[src/rtl/rtable_arb_pkg.sv]
// Shared q-learning definitions: address layout, action encodings, rewards, counter width.
// Latency: n/a (types, constants and pure functions only).
// Backpressure: n/a.
package rtable_arb_pkg;

    // Lookup address layout: {row, col, action}
    localparam int ROW_W     = 3;
    localparam int COL_W     = 3;
    localparam int ACT_W     = 2;
    localparam int RT_ADDR_W = ROW_W + COL_W + ACT_W;

    // Statistics counter width
    localparam int CNT_W = 16;

    // Reward encoding as stored in the table
    localparam int REWARD_W = 8;
    localparam logic [REWARD_W-1:0] R_NONE = 8'h00;
    localparam logic [REWARD_W-1:0] R_WALL = 8'h01;  // -255 truncated to 8 bits
    localparam logic [REWARD_W-1:0] R_GOAL = 8'hFF;

    // Goal cell sits in the bottom-right corner of the 8x8 grid
    localparam logic [ROW_W-1:0] GOAL_ROW = 3'd7;
    localparam logic [COL_W-1:0] GOAL_COL = 3'd7;

    typedef enum logic [ACT_W-1:0] {
        ACT_LEFT  = 2'b00,
        ACT_UP    = 2'b01,
        ACT_RIGHT = 2'b10,
        ACT_DOWN  = 2'b11
    } action_e;

    typedef struct packed {
        logic [ROW_W-1:0] row;
        logic [COL_W-1:0] col;
        action_e          act;
    } rt_addr_t;

    // Reward for taking action 'act' from cell (row, col). Stepping off the
    // grid hits a wall; stepping onto the goal cell earns the goal reward.
    // Row 0 is the top edge, so UP decrements the row.
    function automatic logic [REWARD_W-1:0] reward_of(input rt_addr_t a);
        logic [ROW_W-1:0] r;
        logic [COL_W-1:0] c;
        logic             off_grid;
        r        = a.row;
        c        = a.col;
        off_grid = 1'b0;
        case (a.act)
            ACT_LEFT: begin
                if (a.col == '0) off_grid = 1'b1;
                else             c = a.col - 1'b1;
            end
            ACT_UP: begin
                if (a.row == '0) off_grid = 1'b1;
                else             r = a.row - 1'b1;
            end
            ACT_RIGHT: begin
                if (a.col == '1) off_grid = 1'b1;
                else             c = a.col + 1'b1;
            end
            default: begin  // ACT_DOWN
                if (a.row == '1) off_grid = 1'b1;
                else             r = a.row + 1'b1;
            end
        endcase
        if (off_grid) begin
            return R_WALL;
        end
        if ((r == GOAL_ROW) && (c == GOAL_COL)) begin
            return R_GOAL;
        end
        return R_NONE;
    endfunction

    // Increment that sticks at all-ones instead of wrapping
    function automatic logic [CNT_W-1:0] sat_inc(input logic [CNT_W-1:0] v,
                                                 input logic             inc);
        return (inc && (v != '1)) ? v + 1'b1 : v;
    endfunction

endpackage

[src/rtl/rtable_arb_rom.sv]
// Reward-table ROM: registered read of the reward for {row, col, action}.
// Latency: 1 cycle from rd_en to rd_dat; rd_dat holds its value when rd_en is low.
// Backpressure: none; no reset, so rd_dat is meaningless until the first read.
//
// Ports: i_clk; rd_en read strobe; rd_addr lookup address; rd_dat reward.
module rtable_arb_rom
    import rtable_arb_pkg::*;
#(
    parameter int ADDR_WIDTH = 8,
    parameter int DATA_WIDTH = 8
) (
    input  logic                  i_clk,
    input  logic                  rd_en,
    input  logic [ADDR_WIDTH-1:0] rd_addr,
    output logic [DATA_WIDTH-1:0] rd_dat
);

    if (ADDR_WIDTH != RT_ADDR_W) begin : g_addr_width_chk
        $error("rtable_arb_rom: ADDR_WIDTH must equal row+col+action width");
    end

    rt_addr_t rd_addr_s;
    assign rd_addr_s = rt_addr_t'(rd_addr);

    always_ff @(posedge i_clk) begin
        if (rd_en) begin
            rd_dat <= DATA_WIDTH'(reward_of(rd_addr_s));
        end
    end

endmodule

[src/rtl/rtable_arb.sv]
// Round-robin arbiter sharing one reward-table ROM among NREQ lookup requesters.
// Latency: 1 cycle from handshake to one-hot response strobe; 1 lookup per cycle.
// Backpressure: per-requester ready = one-hot grant; responses cannot be stalled.
//
// Ports: i_clk, i_rst_n (sync, active-low); i_req_valid/i_req_addr per requester
// (requester k at i_req_addr[k*ADDR_WIDTH +: ADDR_WIDTH]); o_req_ready one-hot
// grant; o_rsp_valid one-hot strobe with o_rsp_data; o_lookup_cnt/o_nonzero_cnt
// saturating completed-lookup statistics.
module rtable_arb
    import rtable_arb_pkg::*;
#(
    parameter int NREQ       = 2,
    parameter int ADDR_WIDTH = 8,
    parameter int DATA_WIDTH = 8
) (
    input  logic                       i_clk,
    input  logic                       i_rst_n,
    input  logic [NREQ-1:0]            i_req_valid,
    input  logic [NREQ*ADDR_WIDTH-1:0] i_req_addr,
    output logic [NREQ-1:0]            o_req_ready,
    output logic [NREQ-1:0]            o_rsp_valid,
    output logic [DATA_WIDTH-1:0]      o_rsp_data,
    output logic [CNT_W-1:0]           o_lookup_cnt,
    output logic [CNT_W-1:0]           o_nonzero_cnt
);

    localparam int IDX_W = (NREQ > 1) ? $clog2(NREQ) : 1;

    if ((NREQ < 2) || (NREQ > 4)) begin : g_nreq_chk
        $error("rtable_arb: NREQ must be in 2..4");
    end

    // ------------------------------------------------------------------
    // Round-robin grant
    // ------------------------------------------------------------------
    logic [IDX_W-1:0]      last_grant_q;
    logic [NREQ-1:0]       grant;
    logic [IDX_W-1:0]      grant_idx;
    logic                  grant_any;
    logic [ADDR_WIDTH-1:0] tbl_addr;

    // Candidate requester at search offset 'off' after the last winner
    function automatic logic [IDX_W-1:0] rr_idx(input logic [IDX_W-1:0] last,
                                                input int               off);
        int s;
        s = int'(last) + 1 + off;
        return IDX_W'(s % NREQ);
    endfunction

    always_comb begin
        grant     = '0;
        grant_idx = '0;
        grant_any = 1'b0;
        for (int i = 0; i < NREQ; i++) begin
            if (!grant_any && i_req_valid[rr_idx(last_grant_q, i)]) begin
                grant_any = 1'b1;
                grant_idx = rr_idx(last_grant_q, i);
            end
        end
        // No grant may be offered while reset is being applied
        if (!i_rst_n) begin
            grant_any = 1'b0;
        end
        grant[grant_idx] = grant_any;
    end

    assign o_req_ready = grant;
    assign tbl_addr    = i_req_addr[int'(grant_idx)*ADDR_WIDTH +: ADDR_WIDTH];

    // ------------------------------------------------------------------
    // Shared reward table
    // ------------------------------------------------------------------
    logic [DATA_WIDTH-1:0] rom_dat;

    rtable_arb_rom #(
        .ADDR_WIDTH (ADDR_WIDTH),
        .DATA_WIDTH (DATA_WIDTH)
    ) u_rtable (
        .i_clk   (i_clk),
        .rd_en   (grant_any),
        .rd_addr (tbl_addr),
        .rd_dat  (rom_dat)
    );

    // ------------------------------------------------------------------
    // Response and statistics
    // ------------------------------------------------------------------
    logic [NREQ-1:0]  rsp_sel_q;
    logic             rsp_any;
    logic [CNT_W-1:0] lookup_cnt_q;
    logic [CNT_W-1:0] nonzero_cnt_q;
    logic [CNT_W-1:0] lookup_cnt_nxt;
    logic [CNT_W-1:0] nonzero_cnt_nxt;

    // rsp_sel_q records who was granted last cycle, i.e. whose ROM read is
    // now on rom_dat. Gating with i_rst_n drops a lookup that was in flight
    // when reset arrived, so the reset cycle never carries a strobe.
    assign o_rsp_valid = rsp_sel_q & {NREQ{i_rst_n}};
    assign rsp_any     = |o_rsp_valid;

    // The ROM is unresetted and holds stale data between reads; only expose it
    // alongside a strobe.
    assign o_rsp_data = rsp_any ? rom_dat : '0;

    // Counters already include the response being strobed this cycle
    assign lookup_cnt_nxt  = sat_inc(lookup_cnt_q, rsp_any);
    assign nonzero_cnt_nxt = sat_inc(nonzero_cnt_q, rsp_any && (o_rsp_data != '0));
    assign o_lookup_cnt    = lookup_cnt_nxt;
    assign o_nonzero_cnt   = nonzero_cnt_nxt;

    always_ff @(posedge i_clk) begin
        if (!i_rst_n) begin
            last_grant_q  <= IDX_W'(NREQ - 1);  // requester 0 searched first
            rsp_sel_q     <= '0;
            lookup_cnt_q  <= '0;
            nonzero_cnt_q <= '0;
        end else begin
            if (grant_any) begin
                last_grant_q <= grant_idx;
            end
            rsp_sel_q     <= grant;
            lookup_cnt_q  <= lookup_cnt_nxt;
            nonzero_cnt_q <= nonzero_cnt_nxt;
        end
    end

    // ------------------------------------------------------------------
    // Invariants
    // ------------------------------------------------------------------
    a_grant_onehot : assert property (@(posedge i_clk) $onehot0(o_req_ready));
    a_rsp_onehot   : assert property (@(posedge i_clk) $onehot0(o_rsp_valid));

endmodule

[config.mk]
export PLATFORM = sky130hd
export DESIGN_NAME = rtable_arb
export DESIGN_NICKNAME = d
export VERILOG_FILES = /design/src/rtl/rtable_arb_pkg.sv /design/src/rtl/rtable_arb_rom.sv /design/src/rtl/rtable_arb.sv
export SDC_FILE = /design/constraint.sdc
export NUM_CORES = 1
export LEC_CHECK = 0
export ABC_AREA = 1
export CORE_ASPECT_RATIO = 1.5
export CORE_MARGIN = 2
export CORE_UTILIZATION = 42
export DETAILED_ROUTE_END_ITERATION = 10
export GPL_TIMING_DRIVEN = 0
export PLACE_DENSITY = 0.71
export SETUP_SLACK_MARGIN = 0.4
export SKIP_CTS_REPAIR_TIMING = 1
export SLEW_MARGIN = 20
export SYNTH_ARGS = -nofsm -noshare
export SYNTH_HDL_FRONTEND = slang
export SYNTH_SLANG_ARGS = --single-unit
[constraint.sdc]
create_clock -name i_clk -period 1.95 [get_ports i_clk]
set_input_delay 0.2925 -clock i_clk [delete_from_list [all_inputs] [get_ports i_clk]]
set_output_delay 0.2925 -clock i_clk [all_outputs]
set_load 0.005 [all_outputs]
Word-level counts from Yosys, hierarchy flattened
Index checks and enable logic that the tools add are counted.

storage, ports and cells
  register bits = 43
  bits in latches = 0
  memories kept = 0
  ROM bits = 0
  RAM bits = 0

cells by class
  equality and inequality tests = 8
  multiply operators = 0
  div/mod/pow operators = 0
  bitwise gates (word level) = 2
  $lt $le $gt $ge = 4
  add/sub/neg operators = 8
  shifts and indexed selects = 1
  reductions and logical operators = 13
  mux-type cells = 37

operators with widths
  kind                                                                          number
  8-bit 2-to-1 mux                                                              5
  16-bit by 1-bit adder with 16-bit output, second input constant               2
  16-bit 2-to-1 mux                                                             2
  16-bit inequality test, second input constant                                 2
  1-bit 2-to-1 mux                                                              20
  3-bit 2-to-1 mux                                                              6
  16-bit by 5-bit variable part select with 8-bit output                        1
  3-bit == test, second input constant                                          4
  3-bit one-hot mux with 2 select lines                                         2
  8-bit nonzero test                                                            1
  3-bit by 1-bit adder with 3-bit output, second input constant                 2
  1-bit logical AND                                                             6
  3-bit zero test                                                               2
  1-bit by 2-bit less-than comparator with 1-bit output, second input constant  3
  3-bit by 1-bit subtractor with 3-bit output, second input constant            2
  2-bit bitwise AND                                                             2
  2-bit OR reduction                                                            2
  1-bit one-hot mux with 3 select lines                                         1
  1-bit adder, second input constant                                            2
  2-bit by 1-bit == test with 1-bit output, second input constant               1
  2-bit == test, second input constant                                          1
  2-bit zero test                                                               1
  1-bit demux with 1-bit select                                                 1
  1-bit greater-or-equal comparator, second input constant                      1
  1-bit zero test                                                               1

Logic depth before layout (Yosys ltp)
Gate-level depths: netlist of run 1.

  depth in word-level cells = 19
  gate-level depth with buffers = 11
  depth with buffers taken out = 10

Modules after synthesis
Synthesis of run 1 repeated with hierarchy kept, for this count alone.

unflattened totals
  cell total of the unflattened synthesis = 465
  area total of the unflattened synthesis = 2901.5 sq um

by module, submodules not included
  module          cells each  area each (sq um)  instances
  rtable_arb      394         2448.6             1
  rtable_arb_rom  71          452.9              1

Worst setup path before layout of run 1
OpenSTA, ideal clock, no wires.

  path kind = register to output
  start = register lookup_cnt_q[0]
  end = output port o_lookup_cnt[5]
  data arrival time = 1.450 ns
  setup slack = 0.208 ns
  stages on the path, launching flop included = 10
  cells stage by stage = dfxtp_1 > ha_1 > nand3_1 > nor3_2 > nand3_1 > nand2_4 > inv_2 > buf_6 > nand2_1 > nand2_1

between the ends
  word-level cells in the longest chain between the ends = 3

ends and longest elaborated chain
  element                                                                                           line                  text
  from (decl)                                                                                       rtable_arb.sv:90      logic [CNT_W-1:0] lookup_cnt_q;
  from (signal assigned)                                                                            rtable_arb.sv:122     lookup_cnt_q <= lookup_cnt_nxt;
  parallel branches: the longest is 2 deep, another holds 16-bit by 1-bit adder with 16-bit output  -
  16-bit 2-to-1 mux (*)                                                                             rtable_arb_pkg.sv:78  return (inc && (v != '1)) ? v + 1'b1 : v;
  to (decl)                                                                                         rtable_arb.sv:23      output logic [CNT_W-1:0] o_lookup_cnt,

Mark *: on every way between the ends.

Final worst setup path of run 1
  start = register lookup_cnt_q[1]
  end = output port o_lookup_cnt[11]

The elaborated chain is that of the path after synthesis.

==> reports/qor.yml, run 1 <==
critPathCaptureType: "output pin"
worst-endpoint-required_ns: 1.66
clock_path_buffers: 2
synth_top_area_frac: 0.268
cpPeakStageDelay_ns: 0.37
cp_num_buf_inv: 5
grt_pass1_wl_um: 11000
synth_top_cells_by_count: "nand2_1 (159), inv_1 (46), nor2_1 (45), dfxtp_1 (35), nand3_1 (33)"
io_buffers: 63
clkTransAtPathRegs_ns: 0.08
nFillCells: 531
wl_met3_um: 252
fp.dieH_um: 101
wl_met1_um: 3090
post-route-period-util: 1.14
final_hold_viol_count: 0
grt_setup_unrepaired: "true"
finalNonFillerCells: 609
fin_setup_tns_ns: -6.93
drive_gt1_frac: 0.400
crit_chain: "ha_4, nand3_4, nor3_4, nand3_2, nand2_4, buf_12, buf_8, buf_6, buf_6, nand2_4, nand2_1, buf_2"
yosysWarningCount: 0
p_comb_frac: 0.231
placed_area_sq_mm: 0.00345
drc: 0
synth_nets: 451
fin_skew_ns: 0.0137
routed-wl-met2_um: 4350
synth_edf_count: 2
multi_input_area_sq_mm: 0.00199
grt_max_degree: 13
vias_per_cell: 5.04
switching_share: 0.267
irDropWorstVdd_mv: 0.493
cp_max_fo: 5
clock-sinks: 37
drv_cap: 0
nNetsFinal: 556
placementRows: 35
arrival_ns: 1.93
final_max_slew_viol_count: 0
ys_types: 31
drtIter0Drc: 113
antenna_left: 0
p_sw_mw: 0.533
routedWlPerCell_um: 12.9
slew_headroom: 0.520
antenna_found_initial: 0
dieArea_sq_mm: 0.00687
min_period_ns: 2.22
startpoint_type: "register"
yosysTopAreaCell: "dfxtp_1"
power_per_cell_area_mw_per_mm2: 472
place_inst: 566
start_util: 0.429
synthFlopType: "dfxtp_1"
yosysMostFrequentCell: "nand2_1"
htreeDepth: 2
clockPowerShare: 0.373
syn_to_final_growth_pct: 62.2
status: "finished with violations"
gr-total-overflow: 0
ys_seq_elements: 37
cts_tree: "done"
vias: 3071
holdCritPathClass: "in -> reg"
top_layer: "met4"
synth_area_leaders: "dfxtp_1 (27%), nand2_1 (23%), inv_1 (6.6%)"
p_int_mw: 1.46
path_delay_family: "simple AND/OR/NAND/NOR gates"
finalWirelength_um: 7890
gp_congestion: 0.852
async_flop_share: 0
track_usage: 0.206
post-route-util: 0.696
final_cell_area_sq_mm: 0.00423
insertion_delay_ns: 0.29
tightest_slew_ns: 0.720
fmax_mhz: 450
avgSynthCellArea_sq_um: 6.08
crit_type: "reg -> out"
power_mw: 2.00
core_sq_mm: 0.00609
io_pins: 64
synth_seq_area_share: 0.291
drtPass1Iterations: 4
n_antenna_cell: 0
dp_hpwl_um: 5320
syn_area_sq_mm: 0.00261
ff_latch_area_sq_um: 785
violations: "negative setup slack"
grt_pass1_vias: 2628
power_frac_seq: 0.396
setup_violations: 32
cts_buffers: 5
slowest_stage: "dfxtp_2"
clock-root-buffer: "clkbuf_8"
setup_ws_ns: -0.272
die_w_um: 68.4
leakage_nw: 2.29
netlist_instances: 429
path summary, 6_finish.rpt:
| check | start | to | slack, ns | cells past startpoint |
|---|---|---|---|---|
| setup / recovery | lookup_cnt_q[1]$_SDFF_PN0_ | o_lookup_cnt[11] | -0.27 | 12 |
| hold reg to reg | last_grant_q$_SDFFE_PN1P_ | last_grant_q$_SDFFE_PN1P_ | 0.48 | 2 |
| hold / removal | i_rst_n | last_grant_q$_SDFFE_PN1P_ | 0.34 | 2 |
| setup reg to reg | nonzero_cnt_q[0]$_SDFF_PN0_ | nonzero_cnt_q[6]$_SDFF_PN0_ | 0.24 | 10 |
flip-flops by register name, indices dropped and copies added, names as in the netlist:
| register | cells |
|---|---|
| last_grant_q | 1 |
| lookup_cnt_q | 16 |
| nonzero_cnt_q | 16 |
| rsp_sel_q | 2 |
| u_rtable.rd_dat | 2 |
power groups by stage:
stage	Clock, mW	Combinational (mW)	Sequential (mW)
after CTS	0.760	0.318	0.791
after floorplan	0	0.186	0.806
final	0.746	0.461	0.791
after detailed placement	0	0.317	0.809
after global placement	0	0.312	0.808
after global routing	0.797	0.496	0.793
worst register-to-register path, cell delays in order (launching register included):
cell and delay, ns:
dfxtp_4 0.39, ha_4 0.17, nand3_4 0.11, nor3_4 0.17, nand3_2 0.13, nand2_4 0.16
buf_12 0.13, buf_8 0.12, nand2_4 0.05, buf_6 0.11, a21oi_2 0.10
cell usage in the layout, fill, tap and decap left out, types with 6 or more instances in the layout:
| cell type | Yosys | layout |
|---|---|---|
| nand2_1 | 159 | 103 |
| nand2_2 | 1 | 44 |
| inv_1 | 46 | 41 |
| nor2_1 | 45 | 38 |
| buf_4 | 6 | 34 |
| nand3_1 | 33 | 28 |
| clkdlybuf4s50_1 | 0 | 20 |
| dfxtp_1 | 35 | 20 |
| a21oi_2 | 1 | 18 |
| dlymetal6s2s_1 | 0 | 18 |
| nand2_4 | 2 | 15 |
| a21oi_1 | 32 | 15 |
| clkbuf_2 | 0 | 15 |
| dfxtp_2 | 0 | 13 |
| buf_6 | 3 | 11 |
| xor2_1 | 10 | 10 |
| nand4_1 | 6 | 6 |
| xnor2_1 | 7 | 6 |
per-layer routing:
| metal | vias up | global-route usage |
|---|---|---|
| li1 | 1561 | - |
| met1 | 1414 | 0.241 |
| met2 | 82 | 0.372 |
| met3 | 14 | 0.0413 |
| met4 | 0 | 0.0538 |
| met5 | - | 0 |
cells by family (layout without fill, tap and decap cells):
family / Yosys count / in the layout / share of synthesized area
buffers and inverters: 64 / 170 / 0.117
flip-flops: 37 / 37 / 0.291
AO/OA/AOI/OAI: 45 / 45 / 0.0935
XOR/XNOR: 17 / 17 / 0.0570
AND/OR/NAND/NOR: 264 / 264 / 0.431
adder cells (fa/ha/maj): 2 / 2 / 0.00959
final cells by class:
class | count | area share
multi-input cells | 328 | 0.470
repair buffers | 98 | 0.213
flip-flops and latches | 37 | 0.185
inverters | 48 | 0.0443
plain buffers | 16 | 0.0358
clock buffers | 6 | 0.0222
well taps | 74 | 0.0219
clock inverters | 2 | 0.00827
through the flow:
step | setup WS, ns | hold WS [ns]
6_report | -0.272 | 0.337
5_1_grt | -0.368 | 0.336
4_1_cts | -0.735 | 0.476
3_5_place_dp | -0.723 | 0.456
3_3_place_gp | -0.729 | 0.445
2_1_floorplan | 0.288 | 0.377
(Power assumes the default switching activity.)
==> inputs of run 2 (changes only) <==
--- a/config.mk
+++ b/config.mk
@@ -9,6 +9,7 @@
 export CORE_ASPECT_RATIO = 1.5
 export CORE_MARGIN = 2
 export CORE_UTILIZATION = 42
+export CTS_BUF_LIST = sky130_fd_sc_hd__clkbuf_16
 export DETAILED_ROUTE_END_ITERATION = 10
 export GPL_TIMING_DRIVEN = 0
 export PLACE_DENSITY = 0.71
==> run 2 against run 1 <==
Compared with the run above:
- the flow still finishes with violations (negative setup slack)
- clock power up 34%
- global-route usage up 0.29 points
- critical endpoint is now o_lookup_cnt[14]
- highest routed layer unchanged
- critical path depth down 2
- via count up 4.6%
- clock skew down 0.0046 ns
==> reports/qor.yml, run 2 (synthesis results as in run 1) <==
clock-root-buffer: "clkbuf_16"
fp.dieH_um: 101  # unchanged
cts_tree: "done"
path_delay_family: "simple AND/OR/NAND/NOR gates"
die_w_um: 68.4  # unchanged
status: "finished with violations"
nNetsFinal: 564  # +1.4%
tightest_slew_ns: 0.736  # +0.0162 ns
final_max_slew_viol_count: 0  # unchanged
worst-endpoint-required_ns: 1.66  # about the same
rrSetupSlack_ns: 0.22  # -0.02 ns
grt_pass1_wl_um: 11200  # +1.0%
layout_commonest_cell: "nand2_1"
n_antenna_cell: 0  # unchanged
arrival_ns: 1.97  # +0.04 ns
clock-sinks: 37  # unchanged
slowest_stage: "dfxtp_2"
grt_pass1_vias: 2648  # +0.76%
violations: "negative setup slack"
nFillCells: 452  # -15%
critPathCaptureType: "output pin"
core_sq_mm: 0.00609  # unchanged
leakage_nw: 2.37  # +3.5%
layout_common_cells: "nand2_1 (79), nand2_2 (53), inv_1 (42)"
cts_buffers: 5  # unchanged
finalWirelength_um: 8740  # +11%
gp_congestion: 0.852  # unchanged
crit_chain: "nand2_1, nor3_4, nand3_2, nand2_4, buf_6, buf_8, buf_6, nand2_4, nand2_2, clkbuf_2"
io_buffers: 63  # unchanged
setup_violations: 32  # unchanged
io_pins: 64  # unchanged
setup_ws_ns: -0.316  # -0.0437 ns
track_usage: 0.209  # +0.00293
vias_per_cell: 5.20  # +3.2%
cp_num_buf_inv: 4  # -1
holdCritPathClass: "in -> reg"
routedWlPerCell_um: 14.2  # +9.4%
antenna_left: 0  # unchanged
antenna_found_initial: 0  # unchanged
gr-total-overflow: 0  # unchanged
drc: 0  # unchanged
grt_max_degree: 13  # unchanged
post-route-period-util: 1.16  # +0.0224
clock_path_buffers: 2  # unchanged
biggestRegsByFlops: "lookup_cnt_q x16, nonzero_cnt_q x16"
clkTransAtPathRegs_ns: 0.06  # -0.02 ns
startpoint_type: "register"
min_period_ns: 2.27  # +0.0437 ns
slew_headroom: 0.509  # -0.0108
placementRows: 35  # unchanged
htreeDepth: 2  # unchanged
power_per_cell_area_mw_per_mm2: 501  # +6.2%
dieArea_sq_mm: 0.00687  # unchanged
dp_hpwl_um: 5320  # unchanged
cpPeakStageDelay_ns: 0.41  # +0.04 ns
cp_max_fo: 5  # unchanged
fmax_mhz: 441  # -1.9%
insertion_delay_ns: 0.28  # about the same
fin_skew_ns: 0.00910  # -0.00457 ns
start_util: 0.429  # unchanged
final_hold_viol_count: 0  # unchanged
syn_to_final_growth_pct: 76.3
drv_cap: 0  # unchanged
finalNonFillerCells: 617  # +1.3%
drive_gt1_frac: 0.497  # +0.0972
power_mw: 2.31  # +15%
grt_setup_unrepaired: "true"
irDropWorstVdd_mv: 0.423  # -14%
drtPass1Iterations: 4  # unchanged
drtIter0Drc: 147  # +30%
crit_type: "reg -> out"
vias: 3211  # +4.6%
place_inst: 566  # unchanged
run 2: cell types whose count changed in the layout (fill, tap and decap cells not counted), sizes merged:
cell,change
dlymetal6s2s,-8
clkbuf,+10
buf,+10
clkdlybuf4s50,-4
run 2: layout make-up:
cell class                      count  area [sq um]  area share
Tap cell                           74          92.6      0.0201
Timing Repair Buffer              106           992       0.216
Multi-Input combinational cell    328          2160       0.469
Sequential cell                    37           801       0.174
Inverter                           48           190      0.0413
Clock inverter                      2          35.0     0.00761
Buffer                             16           183      0.0397
Clock buffer                        6           150      0.0326
run 2: report_power, final:
part	internal (mW)	leakage [nW]	switching (mW)	total (mW)
sequential	0.776	0.314	0.0136	0.789
combinational	0.261	1.96	0.252	0.512
clock	0.679	0.0920	0.326	1.00
total	1.72	2.37	0.591	2.31
run 2: per-stage QoR:
stage,util,area (sq um),hold WS [ns],setup TNS (ns),setup slack [ns]
floorplan,-,2730,0.377,0,0.288
global placement,0.567,3450,0.445,-25.46,-0.729
detailed placement,0.567,3450,0.456,-25.57,-0.723
CTS,0.598,3640,0.472,-24.79,-0.727
global route,0.756,4600,0.344,-9.20,-0.368
finish,0.756,4600,0.336,-6.93,-0.316
run 2: routing by layer:
| metal | global-route usage | wire length, um | vias up |
|---|---|---|---|
| met3 | 0.0413 | 366 | 34 |
| met1 | 0.239 | 3080 | 1483 |
| met5 | 0 | 0 | - |
| met2 | 0.376 | 4910 | 104 |
| met4 | 0.0677 | 377 | 0 |
| li1 | - | - | 1590 |
run 2: final timing paths:
path                          startpoint  cells past startpoint                           to
max reg2reg  nonzero_cnt_q[0]$_SDFF_PN0_                     10  nonzero_cnt_q[7]$_SDFF_PN0_
min reg2reg    last_grant_q$_SDFFE_PN1P_                      2    last_grant_q$_SDFFE_PN1P_
min                              i_rst_n                      2    last_grant_q$_SDFFE_PN1P_
max           lookup_cnt_q[7]$_SDFF_PN0_                     10             o_lookup_cnt[14]
run 2: worst reg2reg max path, stage by stage, from the launching register on:
cell and delay (ns):
dfxtp_4 0.38, ha_4 0.17, nand3_4 0.11, nor3_4 0.18, nand3_2 0.14, nand2_4 0.16, buf_12 0.14, buf_12 0.13
nand2_4 0.06, buf_6 0.11, a21oi_2 0.09
